===== config.mk =====
export PLATFORM = sky130hd
export DESIGN_NAME = vape_exec_sequencer
export DESIGN_NICKNAME = d
export VERILOG_FILES = /design/src/rtl/vape_exec_sequencer.sv
export SDC_FILE = /design/constraint.sdc
export NUM_CORES = 1
export LEC_CHECK = 0
export BUFFER_PORTS_ARGS = -buffer_cell sky130_fd_sc_hd__buf_2
export CORE_MARGIN = 3
export CORE_UTILIZATION = 25
export CTS_CLUSTER_SIZE = 40
export DETAILED_ROUTE_END_ITERATION = 12
export PLACE_DENSITY = 0.42
export SYNTH_ARGS = -nofsm -noshare
export SYNTH_HDL_FRONTEND = slang
export SYNTH_SLANG_ARGS = --single-unit

===== constraint.sdc =====
create_clock -name clk -period 6.2 [get_ports clk]
set_clock_uncertainty 0.15 [all_clocks]
set_input_delay 0.62 -clock clk [delete_from_list [all_inputs] [get_ports clk]]
set_output_delay 0.62 -clock clk [all_outputs]
set_load 0.1 [all_outputs]

===== src/rtl/vape_exec_sequencer.sv =====
// ---------------------------------------------------------------------------
// vape_exec_sequencer
//
// Tracks one Executable Region (ER) run at a time. A run begins at the first
// ER instruction and completes when the PC leaves the ER from its last
// instruction. The block keeps the exec proof flag for attestation. It also
// arbitrates attestation snapshot requests against an in-flight run, so exec
// is never sampled while the ER is executing.
//
// Parameters
//   IRQ_ALLOWED : 1 = interrupts are tolerated while in RUN,
//                 0 = an interrupt in RUN fails the run.
//   CNT_W       : width of the saturating completed-run counter.
//
// Ports
//   clk         in   system clock
//   reset_n     in   synchronous active-low reset
//   pc          in   current program counter
//   ER_min      in   first instruction address of the ER
//   ER_max      in   last instruction address of the ER
//   irq         in   interrupt taken this cycle
//   violation   in   write/DMA violation from the monitors (level)
//   attest_req  in   snapshot request (level, held until acknowledged)
//   exec        out  proof-of-execution flag
//   busy        out  high while the FSM is in RUN
//   attest_ack  out  one-cycle snapshot grant
//   attest_exec out  exec value captured with attest_ack
//   run_count   out  number of completed runs (saturating)
//   state_dbg   out  current FSM state (IDLE=0, RUN=1, DONE=2, FAIL=3)
//
// Handshake: attest_req is a level. It is latched as pending when no ack is
// outstanding. An ack is granted only in a cycle whose next state is not RUN.
// attest_ack is high for exactly one cycle. A request still high in the cycle
// after the ack counts as a new request.
// ---------------------------------------------------------------------------
module vape_exec_sequencer #(
    parameter int unsigned IRQ_ALLOWED = 0,
    parameter int unsigned CNT_W       = 8
) (
    input  logic             clk,
    input  logic             reset_n,
    input  logic [15:0]      pc,
    input  logic [15:0]      ER_min,
    input  logic [15:0]      ER_max,
    input  logic             irq,
    input  logic             violation,
    input  logic             attest_req,
    output logic             exec,
    output logic             busy,
    output logic             attest_ack,
    output logic             attest_exec,
    output logic [CNT_W-1:0] run_count,
    output logic [1:0]       state_dbg
);

    typedef enum logic [1:0] {
        IDLE = 2'd0,
        RUN  = 2'd1,
        DONE = 2'd2,
        FAIL = 2'd3
    } state_t;

    state_t             state_q, state_d;
    logic               exec_q, exec_d;
    logic               busy_q, busy_d;
    logic               ack_q, ack_d;
    logic               ack_exec_q, ack_exec_d;
    logic               pending_q, pending_d;
    logic [15:0]        prev_pc_q;
    logic [CNT_W-1:0]   cnt_q, cnt_d;

    logic cfg_ok;
    logic in_er;
    logic entry;
    logic irq_bad;
    logic grant;

    assign cfg_ok  = (ER_min <= ER_max);
    assign in_er   = (pc >= ER_min) && (pc <= ER_max);
    assign entry   = (pc == ER_min);
    assign irq_bad = irq && (IRQ_ALLOWED == 0);

    // Next-state logic. RUN priority order: config, violation/irq,
    // legal exit, illegal exit, otherwise stay (this includes a jump back
    // to ER_min).
    always_comb begin
        state_d = state_q;
        unique case (state_q)
            IDLE, FAIL: begin
                if (entry && !violation && cfg_ok) state_d = RUN;
            end
            RUN: begin
                if (!cfg_ok)                             state_d = FAIL;
                else if (violation || irq_bad)           state_d = FAIL;
                else if (!in_er && prev_pc_q == ER_max)  state_d = DONE;
                else if (!in_er)                         state_d = FAIL;
                else                                     state_d = RUN;
            end
            DONE: begin
                if (!cfg_ok || violation)  state_d = FAIL;
                else if (entry)            state_d = RUN;
            end
            default: state_d = IDLE;
        endcase
    end

    // Registered outputs and the handshake, all derived from the next state.
    always_comb begin
        exec_d     = (state_d == DONE);
        busy_d     = (state_d == RUN);
        grant      = pending_q && (state_d != RUN);
        ack_d      = grant;
        ack_exec_d = grant ? exec_d : 1'b0;
        // While an ack is being granted or is on the wire, attest_req is
        // still the old request, so it is not latched again.
        if (grant) pending_d = 1'b0;
        else       pending_d = pending_q || (attest_req && !ack_q);
        cnt_d = cnt_q;
        if (state_q == RUN && state_d == DONE && cnt_q != {CNT_W{1'b1}})
            cnt_d = cnt_q + 1'b1;
    end

    always_ff @(posedge clk) begin
        if (!reset_n) begin
            state_q    <= IDLE;
            exec_q     <= 1'b0;
            busy_q     <= 1'b0;
            ack_q      <= 1'b0;
            ack_exec_q <= 1'b0;
            pending_q  <= 1'b0;
            prev_pc_q  <= 16'h0000;
            cnt_q      <= '0;
        end else begin
            state_q    <= state_d;
            exec_q     <= exec_d;
            busy_q     <= busy_d;
            ack_q      <= ack_d;
            ack_exec_q <= ack_exec_d;
            pending_q  <= pending_d;
            prev_pc_q  <= pc;
            cnt_q      <= cnt_d;
        end
    end

    assign exec        = exec_q;
    assign busy        = busy_q;
    assign attest_ack  = ack_q;
    assign attest_exec = ack_exec_q;
    assign run_count   = cnt_q;
    assign state_dbg   = state_q;

endmodule


; Word-level counts from Yosys, hierarchy flattened
; Cells that the tools add are included.
[word_totals]
ff_bits = 31
inputBits = 53
output_inout_bits = 14
[op_classes]
n_reduce_logical = 19
bitwise = 1
eq_ne = 9
magnitude_cmp = 3
mux = 8
add_sub_neg = 1
[ops]
columns = operator, count
row1 = $eq A16 B16 Y1, 2
row2 = $le A16 B16 Y1, 2
row3 = $ge A16 B16 Y1, 1
row4 = $mux W2, 7
row5 = $add A8 B1 Y8 const B, 1
row6 = $logic_and A1 B1 Y1, 8
row7 = $ne A8 B8 Y1 const B, 1
row8 = $eq A2 B2 Y1 const B, 3
row9 = $pmux W2 S3, 1
row10 = $eq A2 B1 Y1 const B, 2
row11 = $logic_not A1 Y1, 4
row12 = $reduce_or A2 Y1, 2
row13 = $logic_or A1 B1 Y1, 3
row14 = $logic_not A2 Y1, 1
row15 = $ne A2 B1 Y1 const B, 1
row16 = $reduce_and A2 Y1, 1
row17 = $not A1 Y1, 1

; Depth between registers and ports, before layout
[depth]
ltp_word = 11
ltp_mapped = 11

; Worst setup path after synthesis
; OpenSTA, ideal clock, no wires.
[synth_timing]
path_type = in2reg
startpoint = input ER_max[13]
endpoint = register cnt_q[6] (netlist: run_count[6])
t_arrival_ps = 2668
stages = 11
setup_slack_ps = 3297
required_time_ps = 5964
cell_sequence = inv_1 -> ha_1 -> nand4_2 -> o21bai_1 -> nor4_1 -> a31oi_4 -> nor2_1 -> and3_1 -> o21ai_2 -> o31a_1 -> a211oi_1
[synth_via]
elab_chain_len = 11
word_cells_on_any_way = 19
cone_classes = 2 x order compare / 2 x eq/ne / 7 x mux / 8 x reduce/logical
[synth_lines]
columns = element, line_no
row1 = from (decl), 44  ; input logic [15:0] ER_max,
row2 = $le A16 B16 Y1, 79  ; assign in_er = (pc >= ER_min) && (pc <= ER_max);
row3 = $logic_and A1 B1 Y1, 79
row4 = $logic_not A1 Y1, --
row5 = $logic_and A1 B1 Y1, 95  ; else if (!in_er && prev_pc_q == ER_max) state_d = DONE;
row6 = $mux W2, 95
row7 = $mux W2, 94  ; else if (violation || irq_bad) state_d = FAIL;
row8 = $mux W2, 93  ; if (!cfg_ok) state_d = FAIL;
row9 = $pmux W2 S3 (*), 88  ; unique case (state_q)
row10 = $eq A2 B2 Y1 (*), 119  ; if (state_q == RUN && state_d == DONE && cnt_q != {CNT_W{1'b1}})
row11 = $logic_and A1 B1 Y1 (*) (2 in series), 119
row12 = to (signal assigned), 141  ; cnt_q <= cnt_d;
row13 = to (decl), 70  ; logic [CNT_W-1:0] cnt_q, cnt_d;
; Every way passes the cells marked *; elsewhere a longest branch is shown, timed or not.
; A chain may end at the register's enable or synchronous reset.

; Worst setup path after layout
[layout_timing]
startpoint = input ER_max[15]
endpoint = register cnt_q[3] (netlist: run_count[3])
; The elaborated chain is that of the path after synthesis.

==> out/qor.yml <==
status: "complete, no violations"
ff2ff_path_depth: 8
r2r-start: "state_dbg[0]"
grt_start_max_net_pins: 33
rows: 36
r2r-end: "run_count[6]"
dr.pass1.iters: 4
worstPathArrival_ns: 3.18
synth_seq_cells: 31
crit_top_cell: "o21ai_1"
critical-path-slowest-cell: "nor4_2"
synth-edff-count: 0
fillers: 1046
cts_tree: "yes"
track_usage_pct: 12.4
wirelength_microns: 7030
synthArstFlopShare_pct: 0
place_ws_ns: 2.75
hold_depth: 1
n_antenna_cell: 0
finalSetupViolations: 0
synthDistinctLibCells: 43
slew_headroom_pct: 63.3
slowest_delay_ns: 0.38
wl_per_cell_microns: 13.9
worst_pin_slew_ns: 0.545
path_delay_family: "simple AND/OR/NAND/NOR gates"
drive_above_1_share_pct: 23.3
min_path_type: "reg2reg"
slew_violations: 0
vias: 2291
cts.clk_slew.worst_paths_ns: 0.07
syn-cell-area_sq_um: 2600
power_density_nw_per_um2: 260
yosysWarnings: 0
synth_fp_nets: 406
final_nets: 476
path_cells: "buf_2, inv_1, ha_1, nand4_2, nor4_2, o21ai_1, a31oi_4, o21ai_1, a21boi_2, nor4b_2, and2_1, mux2i_1"
rrSetupSlack_ns: 4.00
worstSetupStartpointType: "primary input"
hold_viol: 0
dieArea_sq_um: 11700
hold_end: "attest_exec"
core-area_sq_um: 9950
drv_cap: 0
postCtsSetupBuffers: 0
period_share_pct: 50.2
first_global_vias: 2321
ant_nets: 0
pin_count: 67
postSynthAreaPerCell_sq_um: 8.62
grt.overflow.total: 0
worstSkewPairLatency_ns: 0.28
multi_input_area_sq_um: 1820
htreeDepth: 2
syn_to_final_growth_pct: 22.5
crit_required_ns: 6.26
place.gp.congestion: 0.741
io_buffers: 66
worstSetupPathType: "in2reg"
cts.path.max_buffers: 2
viasPerCell: 4.53
vdd_ir_drop_max_uv: 235
end_kind: "flip-flop"
dp_hpwl_microns: 6140
p_leak_nw: 1.53
setup_tns_ns: 0
min_period_ns: 3.11
ys_seq_area_share_pct: 23.8
rsz0062_at_grt: "no"
antenna_found_initial: 0
die_w_microns: 108
cp_max_fo: 5
drc: 0
synth_ff_type: "dfxtp_1"
cts_sinks: 31
die-height_microns: 108
cp.buffers_inverters: 2
syn_inst: 302
cts_resized: 0
hold_buffers: 0
timing.fmax_ghz: 0.321
drt_iter0_markers: 61
cts-root-buf: "clkbuf_8"
grt_pass1_wl_microns: 11300
start_util_pct: 26.1
hold_start: "pending_q"
cts_made_buffers: 5
layout_setup_ws_ns: 3.09
final-seq-area_sq_um: 621
## per-stage QoR
step | cell area, sq um | utilization [%] | hold WS (ns) | std cells | power, mW
3_3_place_gp | 3090 | 31.0 | 0.320 | 498 | 0.657
2_1_floorplan | 2600 | - | 0.300 | 302 | 0.563
4_1_cts | 3190 | 32.0 | 0.341 | 506 | 0.841
5_1_grt | 3190 | 32.0 | 0.362 | 506 | 0.889
3_5_place_dp | 3090 | 31.0 | 0.325 | 498 | 0.660
6_report | 3190 | 32.0 | 0.334 | 506 | 0.829
## cells in the mapped netlist (all sizes together) (4+ instances only)
library cell / n / share of area [%]
nand3: 6 / 1.2
o211ai: 4 / 1.2
nor4: 8 / 2.6
mux2i: 8 / 3.1
a21oi: 18 / 3.5
inv: 39 / 5.6
xnor2: 16 / 5.4
and2: 19 / 4.6
nand2b: 11 / 2.9
dfxtp: 31 / 24
ha: 51 / 25
nand4: 14 / 3.6
nor3: 4 / 0.96
o21ai: 10 / 2.1
nand2: 22 / 3.2
nor2: 9 / 1.3
## worst max-delay path by stage
stage          startpoint      endpoint  slack (ns)  depth (start not counted)
2_1_floorplan  ER_max[13]  run_count[6]        3.30                         11
3_3_place_gp   ER_max[15]  run_count[3]        2.79                         12
3_5_place_dp   ER_max[15]  run_count[3]        2.75                         12
4_1_cts        ER_max[15]  run_count[3]        3.06                         12
5_1_grt        ER_max[15]  run_count[3]        2.78                         12
6_report       ER_max[15]  run_count[3]        3.09                         12
## report_power, final
part | internal, mW | total [mW] | leakage [nW] | switching [mW]
Clock | 0.101 | 0.178 | 0.0515 | 0.0771
Sequential | 0.223 | 0.239 | 0.255 | 0.0159
Combinational | 0.130 | 0.412 | 1.22 | 0.282
## cell type report
class / count / share of cell area [%]
timing repair buffer: 66 / 10.4
sequential: 31 / 19.5
clock buffer: 8 / 3.14
inverter: 39 / 4.59
multi-input combinational: 229 / 57.2
tap: 133 / 5.22
## registers in the layout (all words and copies together) (netlist names)
| signal | cells |
|---|---|
| busy | 1 |
| attest_ack | 1 |
| attest_exec | 1 |
| run_count | 8 |
| exec | 1 |
| prev_pc_q | 16 |
| pending_q | 1 |
| state_dbg | 2 |
## layer usage
metal	vias to the layer above	part of all wire (%)	wire [microns]	GRT usage (%)
met1	1031	48	3360	16.6
met2	55	47	3290	20.7
met5	-	0	0	0
li1	1201	-	-	-
met3	4	4.8	339	2.75
met4	0	0.64	45	2.34
## placed cells by master, fill, tap and decap left out, types with 2 or more instances in the layout
cell,instances
nand4_1,13
o21ai_1,3
ha_1,51
o211ai_1,4
a21o_1,3
inv_1,39
nand3_1,6
nor3_1,3
nand2_1,22
a21oi_1,18
o21ai_0,6
mux2i_1,8
nor4_2,3
and2_1,19
a211oi_1,3
o21a_1,2
buf_2,66
nand2b_1,10
and3_1,3
nor4_1,5
xnor2_1,16
nor4b_2,2
clkbuf_8,7
dfxtp_1,31
nor2b_1,2
nor2_1,9
## logic make-up after synthesis
family | synth area share, %
fa+ha+maj | 24.5
mux | 3.08
buf+inv | 6.06
simple gates | 24.1
xor+xnor | 5.38
compound gates | 13.0
flops | 23.8
Power figures use the tool's default switching activity.
